## config.mk

```make
export PLATFORM = sky130hd
export DESIGN_NAME = riscv_mtimer_flat
export DESIGN_NICKNAME = d
export VERILOG_FILES = /design/src/rtl/riscv_mtimer_if.sv /design/src/rtl/riscv_mtimer.sv /design/src/flat_wrapper.sv
export SDC_FILE = /design/constraint.sdc
export NUM_CORES = 1
export LEC_CHECK = 0
export ABC_CLOCK_PERIOD_IN_PS = 2770
export CAP_MARGIN = 10
export CORE_ASPECT_RATIO = 1.5
export CORE_MARGIN = 1
export CORE_UTILIZATION = 40
export DETAILED_ROUTE_END_ITERATION = 12
export GPL_TIMING_DRIVEN = 0
export PLACE_DENSITY_LB_ADDON = 0.25
export SETUP_SLACK_MARGIN = 0.5
export SLEW_MARGIN = 25
export SYNTH_ARGS = -nofsm -noshare
export SYNTH_HDL_FRONTEND = slang
export SYNTH_SLANG_ARGS = --single-unit
```

## constraint.sdc

```tcl
create_clock -name clk -period 2.77 [get_ports clk]
set_input_delay 0.277 -clock clk [delete_from_list [all_inputs] [get_ports clk]]
set_output_delay 0.277 -clock clk [all_outputs]
set_load 0.05 [all_outputs]
```

## src/rtl/riscv_mtimer_if.sv

```systemverilog
// rtl/riscv_mtimer_if.sv - CPU data-bus port bundle for the machine timer
// Master is the core side; slave is the timer.
interface riscv_mtimer_if;
    logic        sel;
    logic        we;
    logic [4:0]  addr;
    logic [31:0] wdata;
    logic [31:0] rdata;

    modport master (output sel, output we, output addr, output wdata, input rdata);
    modport slave  (input sel, input we, input addr, input wdata, output rdata);
endinterface

```

## src/rtl/riscv_mtimer.sv

```systemverilog
// rtl/riscv_mtimer.sv - memory-mapped mtime/mtimecmp machine timer driving t_inter
// Optional feature: MTIMER_AUTORELOAD_EN adds PERIOD_LO/HI and CTRL.RELOAD.
module riscv_mtimer #(
    parameter int          DIV_W     = 8,
    parameter logic [63:0] CMP_RESET = 64'hFFFF_FFFF_FFFF_FFFF
) (
    input  logic             clk,
    input  logic             rst,
    riscv_mtimer_if.slave    bus,
    output logic             t_inter
);

    logic [63:0]      r_mtime;
    logic [63:0]      r_mtimecmp;
    logic             r_en;
    logic [DIV_W-1:0] r_div;
    logic [DIV_W-1:0] r_cnt;
    logic             r_t_inter;
`ifdef MTIMER_AUTORELOAD_EN
    logic             r_reload;
    logic [63:0]      r_period;
`endif

    logic [2:0]  w_idx;
    logic        w_wr;
    logic        w_wr_mlo;
    logic        w_wr_mhi;
    logic        w_wr_clo;
    logic        w_wr_chi;
    logic        w_wr_ctrl;
    logic        w_tick;
    logic        w_hit;
    logic [31:0] w_ctrl;
    logic        w_unused_addr;

    assign w_idx         = bus.addr[4:2];
    assign w_unused_addr = &{1'b0, bus.addr[1:0]};
    assign w_wr          = bus.sel & bus.we;
    assign w_wr_mlo      = w_wr && (w_idx == 3'd0);
    assign w_wr_mhi      = w_wr && (w_idx == 3'd1);
    assign w_wr_clo      = w_wr && (w_idx == 3'd2);
    assign w_wr_chi      = w_wr && (w_idx == 3'd3);
    assign w_wr_ctrl     = w_wr && (w_idx == 3'd4);

    assign w_tick = r_en && (r_cnt == r_div);
    assign w_hit  = (r_mtime >= r_mtimecmp);

    always_ff @(posedge clk or negedge rst) begin
        if (!rst) begin
            r_en  <= 1'b0;
            r_div <= '0;
            r_cnt <= '0;
        end else begin
            if (w_wr_ctrl) begin
                r_en  <= bus.wdata[0];
                r_div <= bus.wdata[8 +: DIV_W];
                r_cnt <= '0;
            end else if (!r_en || w_tick) begin
                r_cnt <= '0;
            end else begin
                r_cnt <= r_cnt + DIV_W'(1);
            end
        end
    end

    // A bus write to either half beats the tick; the untouched half keeps its value.
    always_ff @(posedge clk or negedge rst) begin
        if (!rst) begin
            r_mtime <= '0;
        end else if (w_wr_mlo) begin
            r_mtime[31:0] <= bus.wdata;
        end else if (w_wr_mhi) begin
            r_mtime[63:32] <= bus.wdata;
        end else if (w_tick) begin
            r_mtime <= r_mtime + 64'd1;
        end
    end

    always_ff @(posedge clk or negedge rst) begin
        if (!rst) begin
            r_mtimecmp <= CMP_RESET;
        end else if (w_wr_clo) begin
            r_mtimecmp[31:0] <= bus.wdata;
        end else if (w_wr_chi) begin
            r_mtimecmp[63:32] <= bus.wdata;
`ifdef MTIMER_AUTORELOAD_EN
        end else if (r_en && r_reload && w_hit) begin
            r_mtimecmp <= r_mtimecmp + r_period;
`endif
        end
    end

`ifdef MTIMER_AUTORELOAD_EN
    always_ff @(posedge clk or negedge rst) begin
        if (!rst) begin
            r_reload <= 1'b0;
            r_period <= '0;
        end else begin
            if (w_wr_ctrl) begin
                r_reload <= bus.wdata[1];
            end
            if (w_wr && (w_idx == 3'd5)) begin
                r_period[31:0] <= bus.wdata;
            end
            if (w_wr && (w_idx == 3'd6)) begin
                r_period[63:32] <= bus.wdata;
            end
        end
    end
`endif

    // With reload on, the compare moves past mtime on the hit edge, so the level becomes a pulse.
    always_ff @(posedge clk or negedge rst) begin
        if (!rst) begin
            r_t_inter <= 1'b0;
        end else begin
            r_t_inter <= r_en & w_hit;
        end
    end

    assign t_inter = r_t_inter;

    always_comb begin
        w_ctrl              = '0;
        w_ctrl[0]           = r_en;
`ifdef MTIMER_AUTORELOAD_EN
        w_ctrl[1]           = r_reload;
`endif
        w_ctrl[8 +: DIV_W]  = r_div;
    end

    always_comb begin
        bus.rdata = '0;
        if (bus.sel) begin
            case (w_idx)
                3'd0:    bus.rdata = r_mtime[31:0];
                3'd1:    bus.rdata = r_mtime[63:32];
                3'd2:    bus.rdata = r_mtimecmp[31:0];
                3'd3:    bus.rdata = r_mtimecmp[63:32];
                3'd4:    bus.rdata = w_ctrl;
`ifdef MTIMER_AUTORELOAD_EN
                3'd5:    bus.rdata = r_period[31:0];
                3'd6:    bus.rdata = r_period[63:32];
`endif
                default: bus.rdata = '0;
            endcase
        end
    end

endmodule

```

## src/flat_wrapper.sv

```systemverilog
// flat-port wrapper written by rule: the top's interface ports become plain ports
module riscv_mtimer_flat 
#(
    parameter int          DIV_W     = 8,
    parameter logic [63:0] CMP_RESET = 64'hFFFF_FFFF_FFFF_FFFF
)
  (clk, rst, t_inter, bus_sel, bus_we, bus_addr, bus_wdata, bus_rdata);
  riscv_mtimer_if bus_i ();
  input  logic clk;
  input  logic rst;
  output logic t_inter;
  input wire logic [$bits(bus_i.sel)-1:0] bus_sel;
  input wire logic [$bits(bus_i.we)-1:0] bus_we;
  input wire logic [$bits(bus_i.addr)-1:0] bus_addr;
  input wire logic [$bits(bus_i.wdata)-1:0] bus_wdata;
  output wire logic [$bits(bus_i.rdata)-1:0] bus_rdata;
  assign bus_i.sel = bus_sel;
  assign bus_i.we = bus_we;
  assign bus_i.addr = bus_addr;
  assign bus_i.wdata = bus_wdata;
  assign bus_rdata = bus_i.rdata;
  riscv_mtimer #(.DIV_W(DIV_W), .CMP_RESET(CMP_RESET)) u_core (.clk(clk), .rst(rst), .bus(bus_i), .t_inter(t_inter));
endmodule
```

---- Word-level counts from Yosys, hierarchy flattened ----
Index checks and enable logic that the tools add are counted.
W data, S select, Z words.
word-level totals
  flip-flop bits (word level) ............. 146
  input port bits ......................... 41
  output and inout port bits .............. 33
  logic and storage cells ................. 43
cells by class
  add/subtract/negate cells ............... 2
  order comparisons ....................... 1
  eq/ne operators ......................... 6
  mux-type cells .......................... 8
  bitwise operators ....................... 4
  reduce and logical (&&, ||, !) cells .... 14
operators by type and width
  kind                     number
  $pmux W32 S5             1
  $mux W32                 4
  $add A64 B1 Y64 const B  1
  $ge A64 B64 Y1           1
  $mux W64                 1
  $mux W8                  2
  $add A8 B1 Y8 const B    1
  $eq A8 B8 Y1             1
  $eq A3 B2 Y1 const B     2
  $logic_and A1 B1 Y1      6
  $reduce_and A2 Y1        3
  $reduce_bool A2 Y1       2
  $eq A3 B1 Y1 const B     1
  $eq A3 B3 Y1 const B     1
  $logic_not A3 Y1         1
  $and A1 B1 Y1            2
  $ne A2 B1 Y1 const B     1
  $not A1 Y1               2
  $logic_not A1 Y1         1
  $logic_or A1 B1 Y1       1

---- Depth between registers and ports, before layout ----
  depth after elaboration ................. 5
  mapped depth ............................ 8
  gate-level depth less buffers ........... 8

---- Least setup slack after synthesis ----
Ideal clock, no wire load.
  kind .................................... register to register
  from .................................... reg u_core.r_mtime[0]
  to ...................................... reg u_core.r_mtime[46]
  library setup time ...................... 0.120 ns
  data arrival time ....................... 2.277 ns
  required time ........................... 2.650 ns
  slack ................................... 0.373 ns
  cell stages (with the launch flop) ...... 8
  buffers on the path ..................... 0
  cells stage by stage .................... dfrtp_1 -> ha_1 -> nand3_1 -> nand4bb_1 -> nor3_2 -> nand3_1 -> or4_1 -> a31o_2
on the way
  cells in the longest elaborated chain, start to end .. 3
ends and longest elaborated chain
  element                   line                text
  start: declaration        riscv_mtimer.sv:13  logic [63:0] r_mtime;
  start signal: assignment  riscv_mtimer.sv:71  r_mtime[31:0] <= bus.wdata;
  start signal: assignment  riscv_mtimer.sv:75  r_mtime <= r_mtime + 64'd1;
  $add A64 B1 Y64           riscv_mtimer.sv:75
  $mux W64                  riscv_mtimer.sv:74  end else if (w_tick) begin
  $mux W32                  riscv_mtimer.sv:72  end else if (w_wr_mhi) begin
No other way between the ends. The select of a mux whose other input is x is not followed.
A chain may end at the register's enable or synchronous reset.

---- Worst setup path after layout ----
  from .................................... reg u_core.r_mtimecmp[0]
  to ...................................... reg u_core.r_t_inter (netlist: u_core.t_inter)
on the way
  cells in the longest elaborated chain, start to end .. 2
ends and longest elaborated chain
  element                   line                 text
  start: declaration        riscv_mtimer.sv:14   logic [63:0] r_mtimecmp;
  start signal: assignment  riscv_mtimer.sv:83   r_mtimecmp[31:0] <= bus.wdata;
  $ge A64 B64 Y1            riscv_mtimer.sv:46   assign w_hit = (r_mtime >= r_mtimecmp);
  $and A1 B1 Y1             riscv_mtimer.sv:117  r_t_inter <= r_en & w_hit;
  end signal: assignment    riscv_mtimer.sv:117
  end: declaration          riscv_mtimer.sv:18   logic r_t_inter;
No other way between the ends.

==> impl_metrics.env <==
export IMPL_clockBufferDepth=2
export IMPL_fin_skew_ns=0.00818
export IMPL_syn_cell_area_um2=9910
export IMPL_clock_sinks=146
export IMPL_vias_per_cell=6.14
export IMPL_clockRootBuffer="clkbuf_16"
export IMPL_drc_errors=0
export IMPL_grt_overflow=0
export IMPL_gp_congestion=0.968
export IMPL_tns_ns=0
export IMPL_synth_cells=1114
export IMPL_wire_per_inst_um=24.0
export IMPL_avgSynthCellArea_um2=8.90
export IMPL_antenna_found_initial=0
export IMPL_fp_coreArea_um2=24300
export IMPL_endpoint_kind="register"
export IMPL_worst_setup_path_type="reg2reg"
export IMPL_synth_distinct_cells=61
export IMPL_synthFlopType="dfrtp_1"
export IMPL_io_pins=74
export IMPL_setup_violations=0
export IMPL_wl_um=38600
export IMPL_start_kind="register"
export IMPL_finalCriticalPeriod_ns=2.49
export IMPL_grt_max_degree=87
export IMPL_placed_area_um2=11100
export IMPL_worstSkewPairLatency_ns=0.45
export IMPL_critPathSlowestCell="dfstp_2"
export IMPL_r2r_end="u_core.t_inter"
export IMPL_status="complete, no violations"
export IMPL_met1Wirelength_um=14200
export IMPL_synthDominantCellAreaShare_pct=20.7
export IMPL_final_nets=1378
export IMPL_vias=9873
export IMPL_clk_pin_slew_ns=0.06
export IMPL_relSlewSlack_pct=53.3
export IMPL_synth_seq_cells=146
export IMPL_post_route_period_util_pct=89.8
export IMPL_routed_wl_met3_um=2550
export IMPL_worstPathCellList="ha_4 -> nand2b_4 -> a2111oi_4 -> o41ai_2 -> or4_4 -> a311oi_4 -> o31ai_2"
export IMPL_drive_gt1_share_pct=34.0
export IMPL_yosys_area_top_type="dfrtp_1"
export IMPL_hold_ws_ns=0.361
export IMPL_die_w_um=131
export IMPL_grt_pass1_vias=9657
export IMPL_worst_pin_slew_ns=0.701
export IMPL_cts_tree="done"
export IMPL_cap_violations=0
export IMPL_synth_edf_count=0
export IMPL_hpwl_um=27300
export IMPL_synth_warning_count=0
export IMPL_max_freq_mhz=402
export IMPL_yosysSeqAreaShare_pct=37.7
export IMPL_numCtsBuffers=17
export IMPL_finalHoldViolCount=0
export IMPL_critPathArrivalTime_ns=2.80
export IMPL_htreeDepth=4
export IMPL_p_per_area_nw_per_um2=645
export IMPL_r2r_start="u_core.r_mtimecmp[0]"
export IMPL_hold_path_class="in2async"
export IMPL_ys_async_sr_fraction_pct=100
export IMPL_syn2layout_area_growth_pct=32.8
export IMPL_cp_startpoint="u_core.r_mtimecmp[0]"
export IMPL_start_util_pct=40.7
export IMPL_synth_commonest_cells="120 x nand2_1, 92 x nor2_1, 83 x o21ai_0, 82 x dfrtp_1, 73 x inv_1"
export IMPL_met2_length_um=18200
export IMPL_required_ns=3.09
export IMPL_slew_violations=0
export IMPL_synth_fp_nets=1221
export IMPL_io_buffers=71
export IMPL_reg2reg_slack_ns=0.28
export IMPL_fin_area_um2=13200
export IMPL_dieHeight_um=195
export IMPL_diodes=0
export IMPL_power_leakage_nw=5.58
export IMPL_routed_top_layer="met4"
export IMPL_grt_pass1_wl_um=57900
export IMPL_drt_iter0_markers=845
export IMPL_die_area_um2=25400
export IMPL_yosysMostFrequentCell="nand2_1"
export IMPL_ir_drop_uv=544
export IMPL_slowest_delay_ns=0.59
export IMPL_drt_pass1_iter_count=6
export IMPL_path_max_fanout=2
export IMPL_reg2reg_depth=7
export IMPL_row_count=70
export IMPL_gr_usage_all_layers_pct=31.3
export IMPL_ant_nets=0
export IMPL_rsz0062_at_grt="yes"
export IMPL_ys_top_cells_by_area="dfrtp_1 21%, dfstp_2 17%, ha_1 8.3%"
export IMPL_finish_utilization_pct=54.1
==> logic make-up after synthesis <==
| kind of cell | count (synthesis) | share of synthesized area (%) |
|---|---|---|
| flops | 146 | 37.7 |
| compound gates | 248 | 16.4 |
| fa+ha+maj | 66 | 8.33 |
| buf+inv | 135 | 5.23 |
| mux | 68 | 7.66 |
| simple gates | 407 | 20.8 |
| xor+xnor | 44 | 3.89 |
==> report_power, final <==
| group | switching, mW | internal (mW) | total (mW) |
|---|---|---|---|
| Combinational | 1.61 | 1.30 | 2.91 |
| Clock | 1.01 | 1.33 | 2.34 |
| Sequential | 0.499 | 2.74 | 3.24 |
==> state kept, by name (all words and copies together) (netlist names) <==
register / count
u_core.r_mtime: 64
u_core.r_mtimecmp: 64
u_core.r_cnt: 8
u_core.r_div: 8
u_core.r_en: 1
u_core.t_inter: 1
==> placed cells by master (no fill, tap or decap), types with 9 or more instances in the layout <==
| master | synthesis | final |
|---|---|---|
| a221oi_1 | 25 | 23 |
| mux2i_1 | 23 | 19 |
| nor2_1 | 92 | 81 |
| nor3_1 | 21 | 12 |
| xnor2_1 | 29 | 23 |
| xor2_1 | 15 | 15 |
| o22a_1 | 10 | 10 |
| clkbuf_2 | 0 | 18 |
| nand2_1 | 120 | 112 |
| clkdlybuf4s50_1 | 0 | 35 |
| buf_6 | 0 | 12 |
| a21oi_1 | 38 | 38 |
| a22oi_1 | 32 | 29 |
| o211ai_1 | 10 | 10 |
| mux2_2 | 43 | 43 |
| clkbuf_4 | 0 | 11 |
| clkbuf_16 | 0 | 17 |
| dfstp_2 | 64 | 64 |
| o21ai_0 | 83 | 68 |
| nand3_1 | 50 | 41 |
| buf_2 | 6 | 21 |
| nor4_4 | 2 | 16 |
| buf_4 | 1 | 64 |
| ha_1 | 66 | 62 |
| clkbuf_1 | 53 | 17 |
| dfrtp_2 | 0 | 30 |
| dfrtp_1 | 82 | 52 |
| o22ai_1 | 11 | 11 |
| a311oi_1 | 10 | 9 |
| inv_1 | 73 | 73 |
| and3_1 | 22 | 19 |
| nor3_4 | 0 | 10 |
| o21ai_1 | 0 | 12 |
| nand4_1 | 35 | 35 |
==> routing by layer <==
| metal | track usage (%) | up-vias |
|---|---|---|
| met5 | 0 | - |
| met4 | 26.5 | 0 |
| met3 | 6.72 | 173 |
| met2 | 49.2 | 491 |
| met1 | 35.5 | 4799 |
| li1 | - | 4410 |
==> cell type report <==
type / instances / area, um^2
clock inverter: 15 / 156
fill: 2238 / 11200
tap: 324 / 405
buffer: 62 / 430
multi-input combinational: 833 / 6490
clock buffer: 17 / 425
inverter: 73 / 274
sequential: 146 / 3770
timing repair buffer: 138 / 1210
==> what timing repair did <==
| item | in CTS | in global routing |
|---|---|---|
| setup buffers | 40 | 24 |
| gates cloned | 1 | 0 |
| hold buffers | 1 | 0 |
| pin swaps | 25 | 47 |
| setup endpoints to repair | 129 | 87 |
| gates resized for setup | 316 | 158 |
| hold endpoints to repair | 34 | 0 |
==> metrics by stage <==
stage | setup slack [ns] | total power, mW | instances
2_1_floorplan | 0.480 | 4.63 | 1114
3_3_place_gp | -4.84 | 5.40 | 1509
3_5_place_dp | -0.883 | 5.48 | 1510
4_1_cts | 0.293 | 8.24 | 1584
5_1_grt | 0.269 | 8.92 | 1608
6_report | 0.282 | 8.50 | 1608
==> how the worst max path moves through the flow <==
stage | endpoint | slack (ns) | depth (start not counted)
floorplan | u_core.r_mtime[63] | 0.48 | 6
global placement | u_core.r_cnt[1] | -4.84 | 1
detailed placement | bus_rdata[16] | -0.88 | 8
CTS | u_core.t_inter | 0.29 | 7
global route | u_core.t_inter | 0.27 | 7
finish | u_core.t_inter | 0.28 | 7
==> critical path, delay by kind of cell (launching register included) <==
| family | cells | cell delay (ns) |
|---|---|---|
| flops | 1 | 0.59 |
| fa+ha+maj | 1 | 0.21 |
| simple gates | 2 | 0.61 |
| compound gates | 4 | 0.96 |
No activity file was read; power rests on OpenSTA's default activity.
